## src/rtl/arith_pkg.sv

```systemverilog
// Constants and types shared by the sequential arithmetic units (multiplier and divider).
package arith_pkg;

  localparam int unsigned Width = 16;

  typedef enum logic [1:0] {
    StIdle,
    StRun,
    StDone
  } mul_state_t;

  // Bits needed to hold an iteration count running from w down to 0.
  function automatic int unsigned count_width(input int unsigned w);
    return $clog2(w + 1);
  endfunction

  localparam int unsigned CountWidth = count_width(Width);

endpackage

```

## src/rtl/mul_shift_right_register.sv

```systemverilog
// Multiplicand and {C,A,Q} datapath: load operands, or conditionally add M and shift right by one.
module mul_shift_right_register
  import arith_pkg::*;
#(
  parameter int unsigned Width = arith_pkg::Width
) (
  input  logic                 clk_i,
  input  logic                 rst_i,
  input  logic                 load_i,
  input  logic                 step_i,
  input  logic [Width-1:0]     m_i,
  input  logic [Width-1:0]     q_i,
  output logic [2*Width-1:0]   aq_next_o
);

  logic [Width-1:0] m_q, m_d;
  logic [Width-1:0] a_q, a_d;
  logic [Width-1:0] q_q, q_d;
  logic [Width:0]   sum;

  always_comb begin
    // C is the carry of this add; after the shift it is always zero, so it is not stored.
    sum       = {1'b0, a_q} + (q_q[0] ? {1'b0, m_q} : '0);
    aq_next_o = {sum, q_q[Width-1:1]};
    m_d       = m_q;
    a_d       = a_q;
    q_d       = q_q;
    if (load_i) begin
      m_d = m_i;
      a_d = '0;
      q_d = q_i;
    end else if (step_i) begin
      a_d = aq_next_o[2*Width-1:Width];
      q_d = aq_next_o[Width-1:0];
    end
  end

  always_ff @(posedge clk_i) begin
    if (rst_i) begin
      m_q <= '0;
      a_q <= '0;
      q_q <= '0;
    end else begin
      m_q <= m_d;
      a_q <= a_d;
      q_q <= q_d;
    end
  end

endmodule

```

## src/rtl/shift_add_multiplier.sv

```systemverilog
// Sequential unsigned shift-add multiplier, one product bit per clock with a start/done handshake.
module shift_add_multiplier
  import arith_pkg::*;
#(
  parameter int unsigned Width = arith_pkg::Width
) (
  input  logic                 clk,
  input  logic                 rst,
  input  logic                 start,
  input  logic [Width-1:0]     multiplicand,
  input  logic [Width-1:0]     multiplier,
  output logic                 busy,
  output logic                 done,
  output logic [2*Width-1:0]   product
);

  localparam int unsigned CntW = count_width(Width);

  mul_state_t             state_q, state_d;
  logic [CntW-1:0]        count_q, count_d;
  logic [2*Width-1:0]     product_q, product_d;
  logic [2*Width-1:0]     aq_next;
  logic                   load, step;

  mul_shift_right_register #(
    .Width(Width)
  ) u_sr (
    .clk_i    (clk),
    .rst_i    (rst),
    .load_i   (load),
    .step_i   (step),
    .m_i      (multiplicand),
    .q_i      (multiplier),
    .aq_next_o(aq_next)
  );

  always_comb begin
    state_d   = state_q;
    count_d   = count_q;
    product_d = product_q;
    load      = 1'b0;
    step      = 1'b0;
    unique case (state_q)
      StIdle: begin
        if (start) begin
          load    = 1'b1;
          count_d = CntW'(Width);
          state_d = StRun;
        end
      end
      StRun: begin
        step    = 1'b1;
        count_d = count_q - 1'b1;
        // Last iteration: capture the shifted result directly, it is not read back from A/Q.
        if (count_q == CntW'(1)) begin
          product_d = aq_next;
          state_d   = StDone;
        end
      end
      StDone:  state_d = StIdle;
      default: state_d = StIdle;
    endcase
  end

  always_ff @(posedge clk) begin
    if (rst) begin
      state_q   <= StIdle;
      count_q   <= '0;
      product_q <= '0;
    end else begin
      state_q   <= state_d;
      count_q   <= count_d;
      product_q <= product_d;
    end
  end

  assign busy    = (state_q != StIdle);
  assign done    = (state_q == StDone);
  assign product = product_q;

endmodule

```

## config.mk

```make
export PLATFORM = sky130hd
export DESIGN_NAME = shift_add_multiplier
export DESIGN_NICKNAME = d
export VERILOG_FILES = /design/src/rtl/arith_pkg.sv /design/src/rtl/mul_shift_right_register.sv /design/src/rtl/shift_add_multiplier.sv
export SDC_FILE = /design/constraint.sdc
export NUM_CORES = 1
export LEC_CHECK = 0
export CORE_MARGIN = 5
export CORE_UTILIZATION = 59
export DETAILED_ROUTE_END_ITERATION = 12
export PLACE_DENSITY = 0.9
export SKIP_CTS_REPAIR_TIMING = 1
export SYNTH_ARGS = -nofsm -noshare
export SYNTH_HDL_FRONTEND = slang
export SYNTH_HIERARCHICAL = 1
export SYNTH_SLANG_ARGS = --single-unit
```

## constraint.sdc

```tcl
create_clock -name clk -period 5.5 [get_ports clk]
set_input_delay 1.1 -clock clk [delete_from_list [all_inputs] [get_ports clk]]
set_output_delay 1.1 -clock clk [all_outputs]
set_load 0.03 [all_outputs]
```

; Word-level counts from Yosys, hierarchy flattened
; Cells that the tools add are included.
[totals]
regBits = 87
in_bits = 35
output_inout_bits = 34
[classes]
add_sub_neg = 2
n_eq_ne = 5
mux = 11
n_reduce_logical = 8
[op_table]
columns = operator, count
row1 = two-way mux 16 bit, 3
row2 = adder 16 x 17 -> 17 bit, 1
row3 = case mux 5 bit (2 select lines), 1
row4 = AND reduction 2 bit, 3
row5 = nonzero test 2 bit, 3
row6 = == test 5 x 1 -> 1 bit (second input constant), 1
row7 = two-way mux 5 bit, 1
row8 = subtractor 5 x 1 -> 5 bit (second input constant), 1
row9 = two-way mux 2 bit, 2
row10 = inequality test 2 bit (second input constant), 2
row11 = case mux 2 bit (2 select lines), 1
row12 = two-way mux 1 bit, 3
row13 = == test 2 x 1 -> 1 bit (second input constant), 1
row14 = == test 2 bit (second input constant), 1
row15 = zero test 2 bit, 1
row16 = OR reduction 2 bit, 1

; Logic depth before layout (Yosys ltp)
; Gate-level depths: netlist of the first run.
[depth]
word_depth = 4
mapped_depth = 12

; Hierarchy
; Netlist of the first run, hierarchy kept.
[modules_own_cells]
columns = mod, n_inst, cells_each, area_each_um2, seq_area_each_um2
row1 = mul_shift_right_register, 1, 337, 2855.2, 960.9
row2 = shift_add_multiplier, 1, 186, 1729.2, 780.7

; Worst setup path after synthesis of the first run
; OpenSTA, ideal clock, no wires.
[synth_path]
kind = input -> register
start = input start
end = register u_sr.m_q[10]
setup_ps = 128
t_arrival_ps = 2341
required_ps = 5372
path_slack_ps = 3031
cell_stages = 5
n_path_buf = 2
cell_sequence = nor3b_1 > clkbuf_1 > buf_2 > mux2i_1 > nor2_1
[synth_between]
elab_chain_cells = 2
[synth_lines]
columns = element, line_no
row1 = "start, declared", shift_add_multiplier.sv:9  ; input logic start,
row2 = two-way mux 1 bit, shift_add_multiplier.sv:45  ; if (start) begin
row3 = two-way mux 1 bit, shift_add_multiplier.sv:43  ; unique case (state_q)
row4 = "end signal, assigned", mul_shift_right_register.sv:44  ; m_q <= m_d;
row5 = "end, declared", mul_shift_right_register.sv:16  ; logic [Width-1:0] m_q, m_d;
; No other way between the ends.
; A chain may end at the register's enable or synchronous reset.

; Worst setup path after layout of the first run
[layout_path]
start = input start
end = register u_sr.a_q[8]
[layout_between]
elab_chain_cells = 3
[layout_lines]
columns = element, line_no
row1 = two-way mux 1 bit, shift_add_multiplier.sv:45
row2 = two-way mux 1 bit, shift_add_multiplier.sv:43
row3 = via load, shift_add_multiplier.sv:23  ; logic load, step;
row4 = OR reduction 2 bit (no source line), -
row5 = "end signal, assigned", mul_shift_right_register.sv:41  ; a_q <= '0;
row6 = "end signal, assigned", mul_shift_right_register.sv:45  ; a_q <= a_d;
row7 = "end, declared", mul_shift_right_register.sv:17  ; logic [Width-1:0] a_q, a_d;
; The timed path passes the listed nets, and every way through them passes these cells.

==> reports/results.ini, run 1 <==
[yosys]
avgSynthCellArea_um2=8.77
synthTopCellsByArea=dfxtp_1 (38%), mux2i_1 (9.0%), nand4b_1 (6.3%), nor2_1 (5.9%), ha_1 (4.9%)
synth_nets=577
yosys.area.top_type=dfxtp_1
synth_edf_count=0
yosys.area.top_type_share=0.380
ys_warn_count=6
syn_inst=523
synth_ff_type=dfxtp_1
seq_area_frac_synth=0.380
ys_types=50
synth.ff_latch_count=87
syn_area_um2=4580
async_reset_ff_frac=0

[clocking]
cts_tree=built
clockRootBuffer=clkbuf_8
cts_sinks=87
clockBufferDepth=2
h-tree-depth=3
cts_made_buffers=9
clock_latency_ns=0.36
clk_pin_slew_worst_paths_ns=0.09

[placement]
dp_slack_ns=2.19
gp_congestion=0.938
dpl_cell_area_um2=5160
io_buffers=68
hpwl_um=6790

[timing]
max_freq_mhz=337
hold_viol=0
hold_ws_ns=0.471
slew_viol_final=0
skew_ns=0.0158
fin_setup_tns_ns=0
postLayoutSetupSlackWorst_ns=2.54
tightest_slew_ns=1.04
min_period_ns=2.96
rsz0062_at_grt=false
setup_viol=0
relSlewSlack=0.309
fin_crit_sh=0.539

[grt]
grt_pass1_vias=3581
track_usage=0.206
grt_max_degree=105
antenna_found_initial=0
overflow=0
grt_pass1_wl_um=16500

[floorplan]
dieArea_um2=9630
chipWidth_um=98.2
initial_utilization=0.599
die_h_um=98.2
design.core.area_um2=7650
rows=32
io_pins=69

[cells_and_area]
fillers=608
area_growth_pct=16.8
final_cell_mix=dfxtp_1 (87), nor2_1 (72), clkdlybuf4s50_1 (67), mux2i_1 (41), nand4b_1 (33)
antenna_cells=0
fin_util=0.700
nets=609
final_area_um2=5350
final_common_cell=dfxtp_1
drive_gt1_frac=0.0607

[worst_setup_path]
path_cells=clkdlybuf4s50_1 -> nor3b_2 -> buf_4 -> or2_2 -> or3_1 -> mux2i_1 -> a311o_1
crit_buf_inv=2
path_max_fanout=51
endpoint_kind=register
cp_slowest_stage_delay_ns=0.51
worstPathRequired_ns=5.74
crit_arrival_ns=3.20
crit_family=buffers and inverters
cpMaxStageDelayCell=buf_4
worstSetupStartpointType=input port
path_class=in -> reg

[routing]
firstDrtPassIters=8
routed_via_density=5.61
first_iter_violations=158
ant_nets=0
wl_um=9870
vias=3717
route.detailed.drc=0
avgRoutedWirePerCell_um=14.9

[power_and_ir_drop]
p_leak_nw=2.08
vdd_drop_max_mv=0.113
p_per_area_nw_per_um2=238

[min_path]
hold_path.class=reg -> reg

[run_status]
status=complete, no violations

[flow_run]
cap_violations=0

[layout make-up]
| type | instances | area (µm²) | share of cell area |
|---|---|---|---|
| tap | 102 | 128 | 0.0238 |
| multi-input combinational | 375 | 2540 | 0.475 |
| clock inverter | 7 | 73.8 | 0.0138 |
| inverter | 10 | 37.5 | 0.00701 |
| sequential | 87 | 1740 | 0.325 |
| timing repair buffer | 72 | 706 | 0.132 |
| clock buffer | 9 | 124 | 0.0231 |
[final timing paths]
path | endpoint | slack, ns | from | cells past startpoint
setup / recovery | u_sr/a_q[8] | 2.54 | start | 7
hold / removal | product[11] | 0.47 | product[11] | 2
setup reg to reg | product[29] | 2.65 | u_sr/q_q[0] | 11
hold reg to reg | product[11] | 0.47 | product[11] | 2
[kinds of logic after synthesis]
kind of cell,Yosys count,synth area share
multiplexers,42,0.0920
AND/OR/NAND/NOR,201,0.248
adder cells (fa/ha/maj),19,0.0535
buffers and inverters,61,0.0680
flip-flops,87,0.380
AO/OA/AOI/OAI,101,0.136
XOR/XNOR,12,0.0229
[worst reg2reg max path, cell delays in order, from the launching register on]
cell and delay [ns]:
dfxtp_1 0.48, and2_1 0.24, ha_1 0.21, fa_1 0.40
a21oi_1 0.25, o211ai_1 0.23, nand4_1 0.16, o211ai_1 0.17
a211o_1 0.27, xor2_1 0.14, nand4b_1 0.09, o21ai_0 0.08
[sequential cells by signal (all words and copies together), names as in the netlist]
signal	count
u_sr/a_q	16
u_sr/q_q	16
state_q	2
count_q	5
u_sr/m_q	16
product	32
[report_power, final]
group / internal (mW) / switching, mW
logic: 0.0744 / 0.0859
registers: 0.651 / 0.0186
clock network: 0.179 / 0.263
total: 0.905 / 0.368
[cell usage after synthesis (5+ instances only)]
cell type / number
o21ai_0: 26
nand2_1: 17
a21oi_1: 28
o211ai_1: 5
and2_1: 17
nand2b_1: 32
buf_2: 12
xor2_1: 5
buf_4: 18
nor2_1: 72
inv_1: 10
ha_1: 18
nor3_1: 5
o21ai_1: 13
nand4b_1: 33
dfxtp_1: 87
xnor2_1: 7
clkbuf_1: 19
mux2i_1: 41
[per-layer routing]
layer | up-vias | track usage | wire length (µm)
met4 | 0 | 0.0704 | 131
met1 | 1741 | 0.258 | 4440
met2 | 93 | 0.353 | 4810
met3 | 12 | 0.0407 | 484
met5 | - | 0 | 0
li1 | 1871 | - | -
[stage by stage]
step,std cells,power [mW]
after floorplan,523,0.802
after global placement,646,0.836
after detailed placement,646,0.843
after CTS,662,1.28
after global routing,662,1.33
final,662,1.27
No activity file was read; power rests on OpenSTA's default activity.
==> run 2, diff against run 1 <==
--- a/config.mk
+++ b/config.mk
@@ -6,9 +6,9 @@
 export NUM_CORES = 1
 export LEC_CHECK = 0
 export CORE_MARGIN = 5
-export CORE_UTILIZATION = 59
+export CORE_UTILIZATION = 49
 export DETAILED_ROUTE_END_ITERATION = 12
-export PLACE_DENSITY = 0.9
+export PLACE_DENSITY = 0.8
 export SKIP_CTS_REPAIR_TIMING = 1
 export SYNTH_ARGS = -nofsm -noshare
 export SYNTH_HDL_FRONTEND = slang
==> constraint.sdc (replaced) <==
create_clock -name clk -period 2.5 [get_ports clk]
set_input_delay 0.5 -clock clk [delete_from_list [all_inputs] [get_ports clk]]
set_output_delay 0.5 -clock clk [all_outputs]
set_load 0.03 [all_outputs]
==> reports/results.ini, run 2 (synthesis gave the netlist of run 1 again) <==
[run_status]
status=complete, no violations

[timing]
slew_viol_final=0
hold_ws_ns=0.468
skew_ns=0.00841
relSlewSlack=0.578
hold_viol=0
fin_setup_tns_ns=0
max_freq_mhz=412
fin_crit_sh=0.971
postLayoutSetupSlackWorst_ns=0.0731
tightest_slew_ns=0.633
min_period_ns=2.43
setup_viol=0

[grt]
overflow=0
antenna_found_initial=0
grt_pass1_vias=3650
track_usage=0.187
grt_pass1_wl_um=17400
grt_max_degree=82

[worst_setup_path]
crit_family=compound AO/OA/AOI/OAI gates
endpoint_kind=register
crit_arrival_ns=2.69
rrSetupSlack_ns=0.07
reg2reg_depth=12
startpoint=u_sr/q_q[0]
crit-reg2reg-launch=u_sr/q_q[0]
cpMostUsedCell=o211ai_1
path_class=reg -> reg
cpMaxStageDelayCell=fa_2
path_max_fanout=4
critical_path.endpoint=product[29]
path_depth=12
cp_slowest_stage_delay_ns=0.38
timing.rr.end=product[29]
path_cells=and2_1 -> ha_1 -> fa_2 -> a21oi_2 -> o211ai_1 -> buf_4 -> nand4_1 -> o211ai_1 -> a211o_1 -> xor2_1 -> nand4b_1 -> o21ai_0
worstSetupStartpointType=register
crit_buf_inv=1
worstPathRequired_ns=2.76

[min_path]
hold_path.class=reg -> reg

[clocking]
clockRootBuffer=clkbuf_8
cts_tree=built
h-tree-depth=3
cts_made_buffers=9
cts_sinks=87
clk_pin_slew_worst_paths_ns=0.09
clockBufferDepth=2
clock_latency_ns=0.37

[placement]
placed_cells=665
gp_congestion=0.878
hpwl_um=7310
io_buffers=68
dpl_cell_area_um2=5260
dp_slack_ns=0.00751

[floorplan]
initial_utilization=0.499
dieArea_um2=11400
die_h_um=107
rows=35
chipWidth_um=107
design.core.area_um2=9200
io_pins=69

[routing]
first_iter_violations=217
route.detailed.drc=0
routed_via_density=5.58
firstDrtPassIters=5
ant_nets=0
vias=3808
avgRoutedWirePerCell_um=15.5
wl_um=10600

[cells_and_area]
final_common_cell=dfxtp_1
antenna_cells=0
nets=621
area_growth_pct=21.6
fillers=825
final_cell_mix=dfxtp_1 (86), nor2_1 (72), clkdlybuf4s50_1 (67), mux2i_1 (41), nand4b_1 (33)
fin_util=0.606
final_area_um2=5580
drive_gt1_frac=0.0909
final_cells=683
largest_reg_flops=32

[power_and_ir_drop]
p_per_area_nw_per_um2=563
vdd_drop_max_mv=0.303
p_leak_nw=2.17
p_total_mw=3.14

[flow_run]
cap_violations=0

## run 2: how the worst min path moves through the flow
stage                            start  depth (start not counted)  slack, ns           end
after floorplan           u_sr/a_q[12]                          2       0.43  u_sr/a_q[12]
after global placement    u_sr/a_q[15]                          2       0.45  u_sr/a_q[15]
after detailed placement   product[22]                          2       0.46   product[22]
after CTS                  product[22]                          2       0.47   product[22]
after global routing      u_sr/a_q[12]                          2       0.49  u_sr/a_q[12]
final                     u_sr/a_q[15]                          2       0.47  u_sr/a_q[15]
## run 2: cell type report
class	instances	area, µm²	area share
Sequential cell	87	1740	0.313
Clock inverter	7	143	0.0256
Tap cell	111	139	0.0249
Multi-Input combinational cell	375	2580	0.462
Clock buffer	9	124	0.0222
Timing Repair Buffer	84	812	0.146
Inverter	10	37.5	0.00673
## run 2: worst reg2reg max path, cell delays in order, from the launching register on
cell and delay [ns]:
dfxtp_2 0.34, and2_1 0.14, ha_1 0.21, fa_2 0.38, a21oi_2 0.18, o211ai_1 0.12
buf_4 0.16, nand4_1 0.08, o211ai_1 0.13, a211o_1 0.27, xor2_1 0.15, nand4b_1 0.09
o21ai_0 0.07
## run 2: layer usage
layer	routed length, µm	part of all wire	up-vias	GRT usage
li1	-	-	1903	-
met1	4780	0.45	1811	0.240
met3	362	0.034	15	0.0301
met2	5220	0.49	79	0.312
met4	228	0.022	0	0.0785
met5	0	0	-	0
## run 2: where the power goes
part / switching (mW) / internal (mW)
clock: 0.523 / 0.768
combinational: 0.201 / 0.178
sequential: 0.0383 / 1.43
==> run 3, diff against run 2 <==
--- a/config.mk
+++ b/config.mk
@@ -6,9 +6,9 @@
 export NUM_CORES = 1
 export LEC_CHECK = 0
 export CORE_MARGIN = 5
-export CORE_UTILIZATION = 49
+export CORE_UTILIZATION = 59
 export DETAILED_ROUTE_END_ITERATION = 12
-export PLACE_DENSITY = 0.8
+export PLACE_DENSITY = 0.9
 export SKIP_CTS_REPAIR_TIMING = 1
 export SYNTH_ARGS = -nofsm -noshare
 export SYNTH_HDL_FRONTEND = slang
==> constraint.sdc (replaced) <==
create_clock -name clk -period 2.95 [get_ports clk]
set_input_delay 0.59 -clock clk [delete_from_list [all_inputs] [get_ports clk]]
set_output_delay 0.59 -clock clk [all_outputs]
set_load 0.03 [all_outputs]
==> reports/results.ini, run 3 (synthesis gave the netlist of run 1 again) <==
[run_status]
status=complete, no violations

[routing]
routed_via_density=5.72
wl_met2_um=5140
route.detailed.drc=0
wl_um=10400
top_layer=met4
avgRoutedWirePerCell_um=15.6
wl_met1_um=4610
firstDrtPassIters=4
wl_met3_um=494
ant_nets=0
first_iter_violations=201
vias=3801

[power_and_ir_drop]
sw_frac_of_total=0.273
p_switching_mw=0.658
seq_power_share=0.517
pwr-share-comb=0.127
vdd_drop_max_mv=0.275
p_int_mw=1.76
pwr-share-clk=0.355
p_leak_nw=2.09
p_per_area_nw_per_um2=448

[grt]
overflow=0
track_usage=0.217
grt_pass1_wl_um=17500
antenna_found_initial=0
grt_pass1_vias=3760
grt_max_degree=104

[timing]
setup_viol=0
min_period_ns=2.52
max_freq_mhz=397
slew_viol_final=0
fin_setup_tns_ns=0
skew_ns=0.0108
fin_crit_sh=0.854
relSlewSlack=0.460
hold_viol=0
rsz0062_at_grt=false
tightest_slew_ns=0.810

[cells_and_area]
fillers=581
area_growth_pct=17.4
drive_gt1_frac=0.0657
final_common_cell=dfxtp_1
final_cells=665
antenna_cells=0
final_area_um2=5380
largest_reg_flops=32
fin_util=0.704
nets=612
final_cell_mix=dfxtp_1 (87), nor2_1 (72), clkdlybuf4s50_1 (67), mux2i_1 (41), nand4b_1 (33)

[placement]
gp_congestion=0.967
placed_cells=649
hpwl_um=7190
io_buffers=68
dpl_cell_area_um2=5180

[clocking]
clk_pin_slew_worst_paths_ns=0.09
clock_latency_ns=0.36
cts_made_buffers=9
clockBufferDepth=2
cts_tree=built
cts_sinks=87
clockRootBuffer=clkbuf_8
h-tree-depth=3

[worst_setup_path]
worstSetupStartpointType=register
endpoint_kind=register
crit_arrival_ns=2.76
crit-reg2reg-launch=u_sr/q_q[0]
worstPathRequired_ns=3.19
path_class=reg -> reg
path_max_fanout=12
startpoint=u_sr/q_q[0]

[floorplan]
chipWidth_um=98.2
io_pins=69
design.core.area_um2=7650
dieArea_um2=9630
initial_utilization=0.599
die_h_um=98.2
rows=32

[flow_run]
cap_violations=0

[min_path]
hold_path.class=reg -> reg
hp-start=product[20]

## run 3: cell count changes in the layout (fill, tap and decap cells not counted), moves of 2 or more
| cell | before | now |
|---|---|---|
| buf_4 | 14 | 7 |
| bufinv_16 | 4 | 1 |
| a21oi_1 | 26 | 28 |
| clkinvlp_4 | 0 | 2 |
## run 3: worst paths after layout
check / slack [ns] / endpoint / cells past startpoint
max reg2reg: 0.43 / product[30] / 11
min reg2reg: 0.46 / product[20] / 2
min: 0.46 / product[20] / 2
max: 0.43 / product[30] / 11
## run 3: power groups by stage
| stage | Sequential [mW] | Combinational, mW | Clock (mW) |
|---|---|---|---|
| 2_1_floorplan | 1.27 | 0.229 | 0 |
| 3_3_place_gp | 1.27 | 0.296 | 0 |
| 3_5_place_dp | 1.28 | 0.304 | 0 |
| 4_1_cts | 1.25 | 0.306 | 0.868 |
| 5_1_grt | 1.25 | 0.338 | 0.910 |
| 6_report | 1.25 | 0.307 | 0.857 |
## run 3: layer usage
metal,GRT usage,vias to the layer above
met1,0.270,1826
met2,0.385,80
met3,0.0343,11
li1,-,1884
met4,0.0704,0
met5,0,-
## run 3: area by class of cell
class	count	area, µm²	share of cell area
Timing Repair Buffer	75	728	0.135
Multi-Input combinational cell	375	2540	0.473
Tap cell	102	128	0.0237
Inverter	10	37.5	0.00697
Clock buffer	9	124	0.0230
Clock inverter	7	80.1	0.0149
Sequential cell	87	1740	0.324
## run 3: worst max-delay path, cell delays in order (launching register included)
cell      delay, ns
dfxtp_1        0.36
buf_4          0.19
and2_1         0.16
ha_1           0.39
a21oi_2        0.19
o21ai_0        0.14
a211oi_2       0.32
a21oi_1        0.14
nor3_1         0.26
nor2_1         0.07
nand4b_1       0.10
o21ai_0        0.08
## run 3: metrics by stage
| stage | hold WS [ns] | total power, mW | setup WS, ns |
|---|---|---|---|
| after floorplan | 0.432 | 1.50 | 0.505 |
| after global placement | 0.452 | 1.57 | 0.521 |
| after detailed placement | 0.456 | 1.58 | 0.463 |
| after CTS | 0.472 | 2.42 | 0.443 |
| after global routing | 0.491 | 2.50 | 0.267 |
| final | 0.465 | 2.41 | 0.430 |
